File: src/rtl/fifo_ctrl_pkg.sv
// fifo_ctrl_pkg: shared types and constants for the memory_core FIFO controller.
package fifo_ctrl_pkg;

    typedef enum logic [1:0] {
        ST_IDLE  = 2'd0,
        ST_FLUSH = 2'd1,
        ST_RUN   = 2'd2,
        ST_DRAIN = 2'd3
    } fifo_ctrl_state_t;

    localparam logic [1:0]  MC_MODE_FIFO = 2'h1;
    localparam int unsigned DEF_DATA_W   = 16;
    localparam int unsigned DEF_DEPTH_W  = 16;

endpackage

File: src/rtl/fifo_occ_cnt.sv
// fifo_occ_cnt: up/down occupancy counter with synchronous clear and
// full/empty flags relative to a depth input.
// Optional macro FIFO_CTRL_ALMOST_EN exposes the next-cycle count.
module fifo_occ_cnt
    import fifo_ctrl_pkg::*;
#(
    parameter int unsigned DEPTH_W = DEF_DEPTH_W
)(
    input  logic               clk,
    input  logic               rst,
    input  logic               clr,
    input  logic               inc,
    input  logic               dec,
    input  logic [DEPTH_W-1:0] depth,
    output logic [DEPTH_W-1:0] occupancy,
`ifdef FIFO_CTRL_ALMOST_EN
    output logic [DEPTH_W-1:0] occ_next,
`endif
    output logic               full,
    output logic               empty
);

    logic [DEPTH_W-1:0] r_occ;
    logic [DEPTH_W-1:0] w_occ_next;

    // Next count: clear wins, simultaneous inc/dec cancel
    always_comb begin
        w_occ_next = r_occ;
        if (clr) begin
            w_occ_next = '0;
        end else if (inc && !dec) begin
            w_occ_next = r_occ + 1'b1;
        end else if (dec && !inc) begin
            w_occ_next = r_occ - 1'b1;
        end
    end

    // Count register
    always_ff @(posedge clk) begin
        if (rst) begin
            r_occ <= '0;
        end else begin
            r_occ <= w_occ_next;
        end
    end

    assign occupancy = r_occ;
    assign full      = (r_occ >= depth);
    assign empty     = (r_occ == '0);
`ifdef FIFO_CTRL_ALMOST_EN
    assign occ_next  = w_occ_next;
`endif

endmodule

File: src/rtl/fifo_mode_ctrl.sv
// fifo_mode_ctrl: configures a memory_core as a FIFO (flush/config sequence,
// depth latch) and gates producer writes / consumer reads by occupancy.
// Optional macro FIFO_CTRL_ALMOST_EN adds ALMOST_TH, almost_full, almost_empty.
module fifo_mode_ctrl
    import fifo_ctrl_pkg::*;
#(
    parameter int unsigned DATA_W    = DEF_DATA_W,
    parameter int unsigned DEPTH_W   = DEF_DEPTH_W,
    parameter int unsigned FLUSH_CYC = 2
`ifdef FIFO_CTRL_ALMOST_EN
    ,
    parameter int unsigned ALMOST_TH = 2
`endif
)(
    input  logic               clk,
    input  logic               rst,
    input  logic               cfg_start,
    input  logic               cfg_stop,
    input  logic [DEPTH_W-1:0] cfg_depth,
    output logic               cfg_err,
    input  logic               in_vld,
    output logic               in_rdy,
    input  logic [DATA_W-1:0]  in_data,
    input  logic               host_rdy,
    output logic               out_vld,
    output logic [DATA_W-1:0]  out_data,
    output logic               mc_clk_en,
    output logic               mc_flush,
    output logic [1:0]         mc_mode,
    output logic               mc_circular_en,
    output logic               mc_tile_en,
    output logic [DEPTH_W-1:0] mc_depth,
    output logic               mc_wen,
    output logic               mc_ren,
    output logic [DATA_W-1:0]  mc_data_in,
    input  logic [DATA_W-1:0]  mc_data_out,
    input  logic               mc_valid_out,
    output logic [DEPTH_W-1:0] occupancy,
    output logic               busy
`ifdef FIFO_CTRL_ALMOST_EN
    ,
    output logic               almost_full,
    output logic               almost_empty
`endif
);

    localparam int unsigned FC_W = (FLUSH_CYC > 1) ? $clog2(FLUSH_CYC) : 1;

    fifo_ctrl_state_t   r_state;
    fifo_ctrl_state_t   w_state_next;
    logic [FC_W-1:0]    r_flush_cnt;
    logic [DEPTH_W-1:0] r_depth;
    logic               r_cfg_err;

    logic               w_start_ok;
    logic               w_full;
    logic               w_empty;
    logic [DEPTH_W-1:0] w_occ;
    logic               w_clr;
    logic               w_in_rdy;
    logic               w_wen;
    logic               w_ren;
    logic               w_flush;
    logic               w_active;
    logic               w_out_vld;

    assign w_start_ok = cfg_start && (r_state == ST_IDLE) && (cfg_depth != '0);
    assign w_clr      = (r_state == ST_FLUSH);

    fifo_occ_cnt #(
        .DEPTH_W (DEPTH_W)
    ) u_occ (
        .clk       (clk),
        .rst       (rst),
        .clr       (w_clr),
        .inc       (w_wen),
        .dec       (w_ren),
        .depth     (r_depth),
        .occupancy (w_occ),
`ifdef FIFO_CTRL_ALMOST_EN
        .occ_next  (w_occ_next),
`endif
        .full      (w_full),
        .empty     (w_empty)
    );

    // State register
    always_ff @(posedge clk) begin
        if (rst) begin
            r_state <= ST_IDLE;
        end else begin
            r_state <= w_state_next;
        end
    end

    // Next-state logic
    always_comb begin
        w_state_next = r_state;
        case (r_state)
            ST_IDLE:  if (w_start_ok)          w_state_next = ST_FLUSH;
            ST_FLUSH: if (r_flush_cnt == '0)   w_state_next = ST_RUN;
            ST_RUN:   if (cfg_stop)            w_state_next = ST_DRAIN;
            // Empty implies no read can be issued this cycle
            ST_DRAIN: if (w_empty)             w_state_next = ST_IDLE;
            default:                           w_state_next = ST_IDLE;
        endcase
    end

    // Per-state outputs; in_rdy depends only on state and occupancy
    always_comb begin
        w_flush   = 1'b0;
        w_active  = 1'b0;
        w_in_rdy  = 1'b0;
        w_wen     = 1'b0;
        w_ren     = 1'b0;
        w_out_vld = 1'b0;
        case (r_state)
            ST_FLUSH: begin
                w_flush  = 1'b1;
                w_active = 1'b1;
            end
            ST_RUN: begin
                w_active  = 1'b1;
                w_in_rdy  = !w_full;
                w_wen     = in_vld && !w_full;
                w_ren     = host_rdy && !w_empty;
                w_out_vld = mc_valid_out;
            end
            ST_DRAIN: begin
                w_active  = 1'b1;
                w_ren     = host_rdy && !w_empty;
                w_out_vld = mc_valid_out;
            end
            default: ;
        endcase
    end

    // Depth latch and flush-length counter
    always_ff @(posedge clk) begin
        if (rst) begin
            r_depth     <= '0;
            r_flush_cnt <= '0;
        end else if (w_start_ok) begin
            r_depth     <= cfg_depth;
            r_flush_cnt <= FC_W'(FLUSH_CYC - 1);
        end else if ((r_state == ST_FLUSH) && (r_flush_cnt != '0)) begin
            r_flush_cnt <= r_flush_cnt - 1'b1;
        end
    end

    // Rejected-start pulse
    always_ff @(posedge clk) begin
        if (rst) begin
            r_cfg_err <= 1'b0;
        end else begin
            r_cfg_err <= cfg_start && !w_start_ok;
        end
    end

`ifdef FIFO_CTRL_ALMOST_EN
    logic [DEPTH_W-1:0] w_occ_next;
    logic [DEPTH_W-1:0] w_depth_next;
    logic               r_almost_full;
    logic               r_almost_empty;

    assign w_depth_next = w_start_ok ? cfg_depth : r_depth;

    // Flags registered from next occupancy; threshold add avoids depth-TH underflow
    always_ff @(posedge clk) begin
        if (rst || (w_state_next == ST_IDLE)) begin
            r_almost_full  <= 1'b0;
            r_almost_empty <= 1'b0;
        end else begin
            r_almost_full  <= ({1'b0, w_occ_next} + (DEPTH_W+1)'(ALMOST_TH)) >= {1'b0, w_depth_next};
            r_almost_empty <= {1'b0, w_occ_next} <= (DEPTH_W+1)'(ALMOST_TH);
        end
    end

    assign almost_full  = r_almost_full;
    assign almost_empty = r_almost_empty;
`endif

    assign cfg_err        = r_cfg_err;
    assign in_rdy         = w_in_rdy;
    assign out_vld        = w_out_vld;
    assign out_data       = mc_data_out;
    assign mc_clk_en      = w_active;
    assign mc_flush       = w_flush;
    assign mc_mode        = MC_MODE_FIFO;
    assign mc_circular_en = 1'b1;
    assign mc_tile_en     = w_active;
    assign mc_depth       = r_depth;
    assign mc_wen         = w_wen;
    assign mc_ren         = w_ren;
    assign mc_data_in     = in_data;
    assign occupancy      = w_occ;
    assign busy           = w_active;

endmodule

File: config.mk
export PLATFORM = sky130hd
export DESIGN_NAME = fifo_mode_ctrl
export DESIGN_NICKNAME = d
export VERILOG_FILES = /design/src/rtl/fifo_ctrl_pkg.sv /design/src/rtl/fifo_occ_cnt.sv /design/src/rtl/fifo_mode_ctrl.sv
export SDC_FILE = /design/constraint.sdc
export NUM_CORES = 1
export LEC_CHECK = 0
export ABC_AREA = 1
export CORE_UTILIZATION = 48
export DETAILED_ROUTE_END_ITERATION = 10
export GPL_ROUTABILITY_DRIVEN = 0
export GPL_TIMING_DRIVEN = 0
export PLACE_DENSITY_LB_ADDON = 0.3
export SETUP_SLACK_MARGIN = 0.15
export SLEW_MARGIN = 15
export SYNTH_ARGS = -nofsm -noshare
export SYNTH_HDL_FRONTEND = slang
export SYNTH_SLANG_ARGS = --single-unit
File: constraint.sdc
create_clock -name clk -period 5.7 [get_ports clk]
set_input_delay 1.14 -clock clk [delete_from_list [all_inputs] [get_ports clk]]
set_output_delay 1.14 -clock clk [all_outputs]
set_load 0.02 [all_outputs]
# == Word-level counts from Yosys, hierarchy flattened ==
# Cells that the tools add are included.
# op_classes
addsub,3
multipliers,0
div,0
order_cmp,1
n_eq_ne,7
shift,0
n_mux,15
n_bitwise,0
reduce_logical,22
# op_table
operator,count
16-bit two-way mux,2
"16-bit by 1-bit adder with 16-bit output, second input constant",1
16-bit >= comparator,1
16-bit logical NOT,1
16-bit nonzero test,1
"16-bit by 1-bit subtractor with 16-bit output, second input constant",1
1-bit logical AND,8
1-bit two-way mux,8
2-bit two-way mux,4
"2-bit inequality test, second input constant",4
2-bit case mux with 4 select lines,1
1-bit logical NOT,5
"2-bit equality test, second input constant",2
4-bit AND reduction,1
2-bit nonzero test,2
2-bit OR reduction,2
3-bit OR reduction,1
"2-bit by 1-bit equality test with 1-bit output, second input constant",1
2-bit logical NOT,1
"1-bit subtractor, second input constant",1
# totals
ff_bits,36
latch_bits,0
ramBits,0
mem_bits_ro,0
inputBits,55
out_inout_bits,76
word_cells,53
mem_count,0

# == Depth between registers and ports, before layout ==
# logic_depth
depth_word,8
depth_mapped,24
depth_no_buf,24

# == Cells and area by module ==
# Synthesis repeated with hierarchy kept, for this count alone.
# hier_totals
hier_cells,514
hier_area_um2,3255.6
# by_module_without_submodules
module,n_inst,cells_each,area_per_inst_um2,seq_area_each_um2
fifo_occ_cnt,1,348,2073.2,320.3
fifo_mode_ctrl,1,166,1182.4,400.4

# == Worst setup path before layout ==
# Ideal clock, no wire load.
# synth_timing
path_kind,register to register
start,"reg r_depth[9], in the netlist mc_depth[9]"
end,"reg u_occ.r_occ[13], in the netlist u_occ.occupancy[13]"
arrival_ns,3.221
path_slack_ns,2.370
path_stages_with_launch,22
period_less_slack_ns,3.330
path_cell_list,dfxtp_1 inv_1 ha_1 nand2_1 inv_1 o21bai_1 nand2_1 a21oi_1 nand4_1 nor2_1 ha_1 inv_1 ha_1 or2_4 nand3b_1 nand2_2 nand2_2 nand2_1 nand2_1 nand3_1 nand2_1 inv_1
# synth_via
elab_chain_len,7
word_cells_on_any_way,9
classes_between,order compare (1); mux (2); reduce/logical (6)
# synth_lines
element,line,text
start: declaration,fifo_mode_ctrl.sv:52,logic [DEPTH_W-1:0] r_depth;
start signal: assignment,fifo_mode_ctrl.sv:144,r_depth <= cfg_depth;
16-bit >= comparator *,fifo_occ_cnt.sv:48,assign full = (r_occ >= depth);
1-bit logical NOT *,fifo_mode_ctrl.sv:125,w_wen = in_vld && !w_full;
1-bit logical AND *,fifo_mode_ctrl.sv:125,
1-bit two-way mux *,fifo_mode_ctrl.sv:117,case (r_state)
via mc_wen,fifo_mode_ctrl.sv:33,"output logic mc_wen,"
1-bit logical NOT,fifo_occ_cnt.sv:33,end else if (dec && !inc) begin
1-bit logical AND,fifo_occ_cnt.sv:33,
2-bit nonzero test (no line),-,
end signal: assignment,fifo_occ_cnt.sv:43,r_occ <= w_occ_next;
end: declaration,fifo_occ_cnt.sv:23,logic [DEPTH_W-1:0] r_occ;
# The timed path passes the listed nets; every way through them passes the cells marked *.
# A chain may end at the register's enable or synchronous reset.

# == Worst setup path in the final report ==
# layout_timing
start,"reg u_occ.r_occ[9], in the netlist u_occ.occupancy[9]"
end,out mc_wen
# layout_via
elab_chain_len,4
# layout_lines
element,line
16-bit >= comparator,fifo_occ_cnt.sv:48
1-bit logical NOT,fifo_mode_ctrl.sv:125
1-bit logical AND,fifo_mode_ctrl.sv:125
1-bit two-way mux,fifo_mode_ctrl.sv:117
end: declaration,fifo_mode_ctrl.sv:33
# No other way between the ends.

==> results_dict.tcl <==
set metrics [dict create \
    status "complete, but fails checks" \
    violations "design-rule violations" \
    numPortBuffers 95 \
    area_growth_pct 35.49 \
    synth_area_um2 3216 \
    final_util_pct 67.84 \
    cts_buffers 5 \
    fp-row-count 29 \
    insertion_delay_ns 0.29 \
    path_class "register to output port" \
    cts.clk_slew.worst_paths_ns 0.07 \
    rr_startpoint "u_occ.occupancy[9]" \
    synth.distinct_cells 34 \
    post_cts.repair.setup_buffers 0 \
    ys_warn_count 0 \
    design_area_um2 4357 \
    crit_fanout 6 \
    avgSynthCellArea_um2 6.457 \
    max_freq_ghz 0.2681 \
    maxSlewViolCount 0 \
    met2_length_um 4080 \
    clock_skew_ns 0.007465 \
    start_util_pct 50.07 \
    worstHoldPathCells 2 \
    die_h_um 83.85 \
    placed_area_um2 4267 \
    first_iter_violations 238 \
    cts_root_buf "clkbuf_8" \
    setup_ws_ns 1.970 \
    yosys-top-cells-area "dfxtp_1, ha_1, nand2_1, inv_1, buf_4" \
    grt_pass1_vias 3142 \
    clock-sinks 36 \
    wl_per_cell_um 12.25 \
    die-area_um2 7031 \
    ys_seq_elements 36 \
    fin_crit_sh_pct 65.44 \
    diodes 0 \
    hpwl_um 6787 \
    synth_cells 498 \
    io_pins 131 \
    worstMarginPinSlew_ns 0.5427 \
    top_layer_used "met4" \
    nNetsFinal 693 \
    htree_levels 2 \
    vias 3412 \
    viasPerCell 5.025 \
    ant_nets 0 \
    setup.worst_path.end "mc_wen" \
    yosys.area.top_type "dfxtp_1" \
    period_minus_slack_ns 3.730 \
    cap_violations 0 \
    wirelength_um 8319 \
    hold_class "register to register" \
    synth_ff_type "dfxtp_1" \
    synth_edf_count 0 \
    async_flop_share_pct 0 \
    track_usage_pct 24.04 \
    relSlewSlack_pct 63.78 \
    hold_viol 0 \
    met3_length_um 522 \
    die_w_um 83.85 \
    drive_gt1_share_pct 12.62 \
    grt_pass1_wl_um 13660 \
    cp-start-kind "register" \
    cts_hold_buffers 0 \
    grt_start_max_net_pins 16 \
    crit_start "u_occ.occupancy[9]" \
    endpoint_kind "output port" \
    r2r-end "u_occ.occupancy[10]" \
    clock_path_buffers 2 \
    wl_met1_um 3605 \
    drc_errors 20 \
    setup-tns-final_ns 0 \
    grt-ovfl-total 0 \
    rsz0062_at_grt "false" \
    worst-r2r-setup-slack_ns 2.07 \
    pre_cts_slack_ns 1.823 \
    required_ns 4.56 \
    antenna_found_initial 0 \
    synth.yosys.seq_area_share_pct 22.41 \
    netlist.area_leader.share_pct 22.41 \
    cts_tree "done" \
    core_area_um2 6422 \
    finalSetupViolCount 0 \
    cts-resized-gates 0 \
    r2r_cells 21 \
    dr.pass1.iters 9 \
    arrival_ns 2.59 \
]
[layout make-up]
type | instances | area (um^2)
inverters | 90 | 337.8
well taps | 77 | 96.34
clock buffers | 8 | 90.09
fillers | 589 | 2066
multi-input cells | 330 | 1839
flip-flops and latches | 36 | 720.7
plain buffers | 43 | 321.6
repair buffers | 95 | 950.9
[worst min path at each step]
stage	startpoint	to	slack, ns
floorplan	r_flush_cnt	r_flush_cnt	0.43
global placement	r_flush_cnt	r_flush_cnt	0.45
detailed placement	r_flush_cnt	r_flush_cnt	0.46
CTS	r_flush_cnt	r_flush_cnt	0.48
global route	r_flush_cnt	r_flush_cnt	0.51
finish	r_flush_cnt	r_flush_cnt	0.47
[stage by stage]
| stage | hold WS [ns] | instances |
|---|---|---|
| floorplan | 0.4281 | 499 |
| global placement | 0.4462 | 671 |
| detailed placement | 0.4552 | 671 |
| CTS | 0.4763 | 679 |
| global route | 0.5100 | 679 |
| finish | 0.4740 | 679 |
[flip-flops by register name, summed over array words and instances (netlist names)]
register,count
r_state,2
r_flush_cnt,1
cfg_err,1
u_occ.occupancy,16
mc_depth,16
[cell usage in the layout (no fill, tap or decap), types with 4 or more instances in the layout]
cell,instances
nand2_2,10
ha_1,36
nand4_1,4
nand2_1,107
inv_1,83
nor2_1,54
a21oi_1,37
clkdlybuf4s50_1,95
buf_4,38
dfxtp_1,36
o21ai_1,5
nand3_1,27
clkbuf_8,6
inv_2,6
o21ai_0,20
[synth_stat cells, types with 4 or more instances]
| master | instances |
|---|---|
| nand3_1 | 27 |
| dfxtp_1 | 36 |
| nor2_1 | 54 |
| nand2_2 | 10 |
| nand2_1 | 107 |
| inv_2 | 6 |
| ha_1 | 36 |
| o21ai_0 | 20 |
| a21oi_1 | 37 |
| inv_1 | 83 |
| nand4_1 | 4 |
| buf_4 | 38 |
| o21ai_1 | 5 |
[metal layers]
layer  vias up  global-route usage, %
li1       1723                      -
met1      1546                  29.04
met2       130                  43.96
met3        13                  3.165
met4         0                  7.367
met5         -                      0
[critical path, stage by stage (launching register included)]
cell	delay, ns
dfxtp_1	0.47
ha_1	0.30
nand2_1	0.07
inv_1	0.04
o21bai_1	0.12
nand2_1	0.07
a21oi_1	0.26
nand4_1	0.13
nor2_1	0.19
clkdlybuf4s50_1	0.65
[kinds of logic after synthesis]
kind of cell	count (synthesis)	synth area share, %
buffers and inverters	133	20.51
adders and majority gates	37	14.63
AOI/OAI and AO/OA	71	11.87
DFF	36	22.41
other	2	0.2336
and+or+nand+nor	215	29.26
xor gates and xnor gates	4	1.090
Power is not shown: default switching activity piles up to over one toggle a cycle in this logic, so the estimate is an artifact.
